===== src/rtl/uart_pkg.sv =====
// UART shared definitions: frame defaults and receiver state encoding.
// Used by both the transmitter and the receiver on the same link.
package uart_pkg;

  localparam int DEF_WORD_SIZE   = 8;
  localparam int DEF_PULSE_WIDTH = 4;
  localparam int DEF_PACKET_SIZE = DEF_WORD_SIZE + 2;

  typedef enum logic [2:0] {
    IDLE,
    START,
    DATA,
    STOP,
    WAIT_HIGH
  } rx_state_t;

endpackage


===== src/rtl/uart_receiver_if.sv =====
// Receive-side word handshake: valid/ready data plus error strobes.
// The receiver is the master; the consumer is the slave.
interface uart_receiver_if
  import uart_pkg::*;
#(
  parameter int WORD_SIZE = DEF_WORD_SIZE
);

  logic [WORD_SIZE-1:0] data_bits;
  logic                 data_valid;
  logic                 data_ready;
  logic                 frame_err;
  logic                 overrun;

  modport master (
    output data_bits,
    output data_valid,
    input  data_ready,
    output frame_err,
    output overrun
  );

  modport slave (
    input  data_bits,
    input  data_valid,
    output data_ready,
    input  frame_err,
    input  overrun
  );

endinterface


===== src/rtl/uart_rx_sync.sv =====
// Two-flop synchroniser for an asynchronous input.
// Reset value is a parameter so idle-high lines start idle.
module uart_rx_sync #(
  parameter logic RST_VAL = 1'b1
) (
  input  logic clk,
  input  logic rst,
  input  logic raw,
  output logic sync
);

  logic meta;

  always_ff @(posedge clk) begin
    if (rst) begin
      meta <= RST_VAL;
      sync <= RST_VAL;
    end else begin
      meta <= raw;
      sync <= meta;
    end
  end

endmodule


===== src/rtl/uart_receiver.sv =====
// UART receive path: mid-bit sampling, LSB-first assembly,
// valid/ready delivery with framing-error and overrun strobes.
module uart_receiver
  import uart_pkg::*;
#(
  parameter int WORD_SIZE   = DEF_WORD_SIZE,
  parameter int PULSE_WIDTH = DEF_PULSE_WIDTH,
  parameter int PACKET_SIZE = DEF_PACKET_SIZE
) (
  input  logic            clk,
  input  logic            rst,
  input  logic            rx,
  uart_receiver_if.master bus
);

  localparam int CW   = $clog2(PULSE_WIDTH);
  localparam int BW   = $clog2(WORD_SIZE + 1);
  localparam int HALF = PULSE_WIDTH / 2;

  localparam logic [CW-1:0] HALF_LAST = CW'(HALF - 1);
  localparam logic [CW-1:0] BIT_LAST  = CW'(PULSE_WIDTH - 1);
  localparam logic [BW-1:0] WORD_LAST = BW'(WORD_SIZE - 1);

  if (PULSE_WIDTH < 2) begin : g_bad_pulse
    $error("PULSE_WIDTH must be at least 2");
  end
  if (PACKET_SIZE != WORD_SIZE + 2) begin : g_bad_packet
    $error("PACKET_SIZE must equal WORD_SIZE+2");
  end

  rx_state_t            state_q;
  rx_state_t            state_d;
  logic [CW-1:0]        clk_cnt;
  logic [CW-1:0]        clk_d;
  logic [BW-1:0]        bit_cnt;
  logic [BW-1:0]        bit_d;
  logic [WORD_SIZE-1:0] shift_q;
  logic [WORD_SIZE-1:0] shift_d;
  logic                 done;
  logic                 ferr;
  logic                 rx_s;

  uart_rx_sync #(
    .RST_VAL(1'b1)
  ) u_sync (
    .clk (clk),
    .rst (rst),
    .raw (rx),
    .sync(rx_s)
  );

  always_comb begin
    state_d = state_q;
    clk_d   = clk_cnt;
    bit_d   = bit_cnt;
    shift_d = shift_q;
    done    = 1'b0;
    ferr    = 1'b0;
    unique case (state_q)
      IDLE: begin
        if (!rx_s) begin
          state_d = START;
          clk_d   = '0;
        end
      end
      START: begin
        if (clk_cnt == HALF_LAST) begin
          clk_d   = '0;
          bit_d   = '0;
          state_d = rx_s ? IDLE : DATA;
        end else begin
          clk_d = clk_cnt + 1'b1;
        end
      end
      DATA: begin
        if (clk_cnt == BIT_LAST) begin
          clk_d   = '0;
          bit_d   = bit_cnt + 1'b1;
          shift_d = {rx_s, shift_q[WORD_SIZE-1:1]};
          if (bit_cnt == WORD_LAST) begin
            state_d = STOP;
          end
        end else begin
          clk_d = clk_cnt + 1'b1;
        end
      end
      STOP: begin
        if (clk_cnt == BIT_LAST) begin
          clk_d = '0;
          if (rx_s) begin
            done    = 1'b1;
            state_d = IDLE;
          end else begin
            ferr    = 1'b1;
            state_d = WAIT_HIGH;
          end
        end else begin
          clk_d = clk_cnt + 1'b1;
        end
      end
      WAIT_HIGH: begin
        if (rx_s) begin
          state_d = IDLE;
        end
      end
      default: state_d = IDLE;
    endcase
  end

  always_ff @(posedge clk) begin
    if (rst) begin
      state_q        <= IDLE;
      clk_cnt        <= '0;
      bit_cnt        <= '0;
      shift_q        <= '0;
      bus.data_bits  <= '0;
      bus.data_valid <= 1'b0;
      bus.frame_err  <= 1'b0;
      bus.overrun    <= 1'b0;
    end else begin
      state_q       <= state_d;
      clk_cnt       <= clk_d;
      bit_cnt       <= bit_d;
      shift_q       <= shift_d;
      bus.frame_err <= ferr;
      bus.overrun   <= 1'b0;
      // a completed word replaces the held one only if it is being taken
      if (done) begin
        if (!bus.data_valid || bus.data_ready) begin
          bus.data_bits  <= shift_q;
          bus.data_valid <= 1'b1;
        end else begin
          bus.overrun <= 1'b1;
        end
      end else if (bus.data_valid && bus.data_ready) begin
        bus.data_valid <= 1'b0;
      end
    end
  end

endmodule


===== src/flat_wrapper.sv =====
// flat-port wrapper written by rule: the top's interface ports become plain ports
module uart_receiver_flat import uart_pkg::*;
#(
  parameter int WORD_SIZE   = DEF_WORD_SIZE,
  parameter int PULSE_WIDTH = DEF_PULSE_WIDTH,
  parameter int PACKET_SIZE = DEF_PACKET_SIZE
)
  (clk, rst, rx, bus_data_bits, bus_data_valid, bus_data_ready, bus_frame_err, bus_overrun);
  uart_receiver_if #(.WORD_SIZE(WORD_SIZE)) bus_i ();
  input  logic clk;
  input  logic rst;
  input  logic rx;
  output wire logic [$bits(bus_i.data_bits)-1:0] bus_data_bits;
  output wire logic [$bits(bus_i.data_valid)-1:0] bus_data_valid;
  input wire logic [$bits(bus_i.data_ready)-1:0] bus_data_ready;
  output wire logic [$bits(bus_i.frame_err)-1:0] bus_frame_err;
  output wire logic [$bits(bus_i.overrun)-1:0] bus_overrun;
  assign bus_data_bits = bus_i.data_bits;
  assign bus_data_valid = bus_i.data_valid;
  assign bus_i.data_ready = bus_data_ready;
  assign bus_frame_err = bus_i.frame_err;
  assign bus_overrun = bus_i.overrun;
  uart_receiver #(.WORD_SIZE(WORD_SIZE), .PULSE_WIDTH(PULSE_WIDTH), .PACKET_SIZE(PACKET_SIZE)) u_core (.clk(clk), .rst(rst), .rx(rx), .bus(bus_i));
endmodule

===== config.mk =====
export PLATFORM = sky130hd
export DESIGN_NAME = uart_receiver_flat
export DESIGN_NICKNAME = d
export VERILOG_FILES = /design/src/rtl/uart_pkg.sv /design/src/rtl/uart_receiver_if.sv /design/src/rtl/uart_rx_sync.sv /design/src/rtl/uart_receiver.sv /design/src/flat_wrapper.sv
export SDC_FILE = /design/constraint.sdc
export NUM_CORES = 1
export LEC_CHECK = 0
export CORE_MARGIN = 5
export CORE_UTILIZATION = 45
export DETAILED_ROUTE_END_ITERATION = 16
export PLACE_DENSITY_LB_ADDON = 0.25
export SETUP_SLACK_MARGIN = 0.3
export SLEW_MARGIN = 20
export SYNTH_ARGS = -nofsm -noshare
export SYNTH_HDL_FRONTEND = slang
export SYNTH_HIERARCHICAL = 1
export SYNTH_SLANG_ARGS = --single-unit

===== constraint.sdc =====
create_clock -name clk -period 3.9 [get_ports clk]
set_clock_uncertainty 0.2 [all_clocks]
set_input_delay 0.39 -clock clk [delete_from_list [all_inputs] [get_ports clk]]
set_output_delay 0.39 -clock clk [all_outputs]
set_load 0.01 [all_outputs]

Word level (Yosys, flattened, before mapping):

Cells that the tools add are included.

* flip-flop bits (word level): 30
* output and inout bits: 11
* logic and storage cells: 69

* add/sub/neg operators: 2
* equality and inequality tests: 14
* multiplexer cells: 24
* bitwise logic cells: 3
* reduce and logical (&&, ||, !) cells: 16

Operator list (number)
* $mux W3: 7
* $pmux W3 S5: 1
* $mux W1: 8
* $mux W2: 4
* $mux W4: 2
* $ne A2 B1 Y1 const B: 4
* $pmux W4 S2: 1
* $reduce_and A2 Y1: 4
* $eq A3 B2 Y1 const B: 2
* $ne A2 B2 Y1 const B: 3
* $pmux W2 S3: 1
* $reduce_and A6 Y1: 1
* $add A4 B1 Y4 const B: 1
* $eq A4 B3 Y1 const B: 1
* $reduce_bool A2 Y1: 2
* $reduce_or A2 Y1: 2
* $eq A3 B1 Y1 const B: 1
* $eq A3 B3 Y1 const B: 1
* $logic_not A3 Y1: 1
* $not A1 Y1: 3
* $reduce_and A3 Y1: 1
* $reduce_bool A3 Y1: 1
* $reduce_or A3 Y1: 1
* $add A2 B1 Y2 const B: 1
* 5 further kinds: 5

Logic depth before layout (Yosys ltp):

* depth after elaboration: 5
* mapped depth: 6
* mapped depth without buffers: 6

By module:

The synthesis kept the hierarchy.

Modules (own cells, without submodules)
* uart_receiver: times used 1, cells each 142, area an instance 1266.2 um^2, seq. area each 560.5 um^2
* uart_rx_sync: times used 1, cells each 4, area an instance 52.6 um^2, seq. area each 40.0 um^2

Worst setup path after synthesis:

Ideal clock, no wire load.

* path type: register to register
* start: register u_core.bit_cnt[0]
* end: register u_core.state_q[0]
* setup time: 0.121 ns
* arrival: 1.549 ns
* data required time: 3.579 ns
* slack: 2.030 ns
* cell stages (with the launch flop): 6
* path buffers: 0
* period minus slack after synthesis: 1.870 ns
* cells stage by stage: dfxtp_1 > ha_1 > and4bb_2 > a2111oi_2 > a221o_2 > mux2_4

* longest elaborated chain between the ends: 3

Ends and longest elaborated chain
* start, declared: RTL line uart_receiver.sv:35 `logic [BW-1:0] bit_cnt;`
* start signal, assigned: RTL line uart_receiver.sv:123 `bit_cnt <= bit_d;`
* $eq A4 B3 Y1: RTL line uart_receiver.sv:80 `if (bit_cnt == WORD_LAST) begin`
* $ne A2 B1 Y1 (no line)
* $reduce_and A6 Y1 (no line)
* end signal, assigned: RTL line uart_receiver.sv:121 `state_q <= state_d;`
* end, declared: RTL line uart_receiver.sv:31 `rx_state_t state_q;`

No other way between the ends.
A chain may end at the register's enable or synchronous reset.

Worst setup path in the final report:

* start: register u_core.state_q[0]
* end: register u_core.state_q[0]

* longest elaborated chain between the ends: 3

Ends and longest elaborated chain
* $eq A3 B2 Y1, or another cell as far along: RTL line uart_receiver.sv:59 `unique case (state_q)`
* $ne A2 B1 Y1 (no line) or $ne A2 B2 Y1 (tied branches)
* $reduce_and A6 Y1 (no line)

Parallel ways exist; a longest one is shown, timed or not.

==> run_results.csv <==
group,metric,value,unit
outcome,status,"completed",
worst_setup_path,cp_max_fo,11,
sta,slew_viol_final,0,
synthesis,synth_nets,155,
floorplan,io_pins,15,
grt,grt_max_degree,32,
sta,final.min_clock_period,2030,ps
clock_tree,cts_tree,"yes",
drt,met3WireLength,62,um
sta,tns,0,ps
run,maxCapViolCount,0,
synthesis,netlist_top_cells_count,"dfxtp_1 (30), nand2_1 (22), nor2_1 (18)",
floorplan,die_h,64.1,um
clock_tree,cts-hold-fix-buffers,0,
worst_setup_path,worstSetupEndpointType,"register",
placed_design,dp.final_hpwl,1.66,mm
drt,first_iter_violations,37,
placed_design,io_buffers,14,
drt,num_vias,991,
cells_and_area,area.growth.synth_to_final,14.6,%
grt,grt_pass1_vias,929,
worst_setup_path,path_class,"reg2reg",
synthesis,netlist_instances,146,
power,p_sw,168,uW
sta,worstMarginPinSlew,513,ps
clock_tree,cts.sinks,30,
worst_setup_path,regToRegStartpoint,"u_core/state_q[0]",
synthesis,synthTopCellsByArea,"dfxtp_1 (46%), mux2i_1 (9.1%), nand2_1 (6.3%)",
placed_design,dp.cells,185,
clock_tree,htreeDepth,2,
grt,grt_pass1_wl,4.20,mm
power,ir_drop,0.000246,V
placed_design,gp_congestion,0.776,
floorplan,die_x,64.1,um
clock_tree,cts_setup_buffers,0,
sta,setup_viol,0,
drt,wl_per_cell,12.1,um
synthesis,async_flop_share,0,%
drt,vias_per_cell,5.16,
worst_hold_path,holdPathStages,1,
power,p_seq_share,56.4,%
clock_tree,clockBufferDepth,2,
synthesis,syn_area,1320,um^2
drt,top_layer_used,"met4",
worst_setup_path,cp.arrival,2050,ps
worst_setup_path,start_kind,"register",
worst_setup_path,r2r_end,"u_core/state_q[0]",
grt,overflow,0,
drt,drt_wl_total,2.33,mm
power,p_comb_share,15.9,%
synthesis,synth_edf_count,0,
synthesis,synth_ff_type,"dfxtp_1",
worst_setup_path,cpPeakStageDelay,560,ps
floorplan,coreArea,2780,um^2
synthesis,synth_top_area_share,45.5,%
clock_tree,clockRootBuffer,"clkbuf_4",
power,power.total,599,uW
floorplan,start_util,47.4,%
cells_and_area,fin_area,1510,um^2
grt,antenna_found_initial,0,
cells_and_area,final_cells,192,
sta,rsz0062_at_grt,"no",
drt,wirelength_met1,1.17,mm
placed_design,placed_area,1470,um^2
clock_tree,cts.clk_slew.worst_paths,80,ps
synthesis,synth.largest_area_cell,"dfxtp_1",
clock_tree,cts_resized,0,
worst_hold_path,hold_end,"u_core/u_sync/sync",
cells_and_area,drive_gt1_share,10.6,%
worst_setup_path,worst_path_max_delay_cell,"dfxtp_1",
power,p_int,430,uW
synthesis,synth_seq_area_share,45.5,%
drt,dr.pass1.iters,4,
sta,max_freq,0.492,GHz
sta,holdWs,217,ps
floorplan,rows,19,
floorplan,die-area,4110,um^2
worst_hold_path,min_from,"u_core/u_sync/meta",
synthesis,yosys.cell_types.count,36,
synthesis,avgSynthCellArea,9.03,um^2
drt,drc,0,
sta,fin_crit_sh,52.1,%
synthesis,yosysMostFrequentCell,"dfxtp_1",
sta,final_hold_viol_count,0,
cells_and_area,diodes,0,
worst_hold_path,min_path_type,"reg2reg",
clock_tree,numCtsBuffers,5,
worst_setup_path,rr_worst_depth,4,
cells_and_area,fillers,255,
power,power_frac_clock,27.7,%
sta,relSlewSlack,65.8,%
worst_setup_path,ff2ff_setup_slack,1870,ps
worst_setup_path,critical_path_required,3920,ps
drt,ant_nets,0,
worst_setup_path,crit_chain,"and4bb_2, a2111oi_2, a221o_2, mux2_4",
power,power.leakage,0.613,nW
synthesis,synth-seq-cells,30,
clock_tree,clock_latency,330,ps
drt,wl_met2,1.06,mm
grt,grt_usage,12.6,%
synthesis,yosysWarnings,6,
power,p_sw_share,28.1,%
cells_and_area,layout.nets,170,
power,power-per-cell-area,396,nW/um^2
[power by group through the flow]
stage | sequential (mW) | combinational [mW] | clock [mW]
global route | 0.340 | 0.105 | 0.186
finish | 0.338 | 0.0953 | 0.166
global placement | 0.343 | 0.0931 | 0
CTS | 0.338 | 0.0953 | 0.176
detailed placement | 0.345 | 0.0947 | 0
floorplan | 0.330 | 0.0956 | 0
[metrics by stage]
stage	worst slack, ps	utilization, %
floorplan	2030	-
CTS	1860	54.5
global placement	1590	52.8
finish	1870	54.3
detailed placement	1560	52.8
global route	1810	54.3
[area by class of cell]
type	instances	area, um^2	area share [%]
Clock buffer	5	37.5	2.48
Clock inverter	2	10.0	0.662
Inverter	5	18.8	1.24
Multi-Input combinational cell	105	671	44.4
Sequential cell	30	601	39.7
Tap cell	31	38.8	2.57
Timing Repair Buffer	14	135	8.94
[layer usage]
metal	global-route usage, %	vias to the layer above
li1	-	519
met5	0	-
met3	3.85	4
met4	6.36	0
met2	18.7	8
met1	16.5	460
[worst max-delay path, delay by kind of cell (launching register included)]
family,cells,cell delay (ps)
flops,1,560
compound gates,2,560
simple gates,1,300
mux,1,300
[state kept, by name, indices dropped and copies added, names as in the netlist]
register,count
u_core/state_q,3
u_core/bus.data_bits,8
u_core/shift_q,8
u_core/u_sync/meta,1
u_core/bus.overrun,1
u_core/clk_cnt,2
u_core/bus.data_valid,1
u_core/u_sync/sync,1
u_core/bus.frame_err,1
u_core/bit_cnt,4
[cell usage in the layout, fill, tap and decap left out, types with 4 or more instances in the layout]
| cell type | synthesis | final |
|---|---|---|
| clkbuf_4 | 0 | 5 |
| a21oi_1 | 11 | 11 |
| nor2_1 | 18 | 18 |
| inv_1 | 5 | 5 |
| clkdlybuf4s50_1 | 0 | 13 |
| dfxtp_1 | 30 | 30 |
| nor2b_1 | 4 | 4 |
| ha_1 | 5 | 5 |
| nand2_1 | 22 | 22 |
| mux2i_1 | 12 | 12 |
[how the worst max path moves through the flow]
stage	endpoint	from	slack, ps	cells after the start
final	u_core/state_q[0]	u_core/state_q[0]	1870	4
after global routing	u_core/state_q[0]	u_core/state_q[0]	1810	4
after CTS	u_core/state_q[0]	u_core/state_q[0]	1860	4
after detailed placement	u_core/state_q[2]	rst	1560	5
after global placement	u_core/state_q[2]	rst	1590	5
after floorplan	u_core/state_q[0]	u_core/bit_cnt[0]	2030	5
[logic make-up (layout without fill, tap and decap cells)]
family	after synthesis	after routing	synth area share, %
and+or+nand+nor	64	64	24.6
muxes	13	13	10.2
AOI/OAI and AO/OA	22	22	10.6
adders and majority gates	5	5	4.74
DFF	30	30	45.5
xor gates and xnor gates	1	1	0.664
buffers and inverters	11	26	3.61
Note: power is estimated with default switching activity, not from simulation.
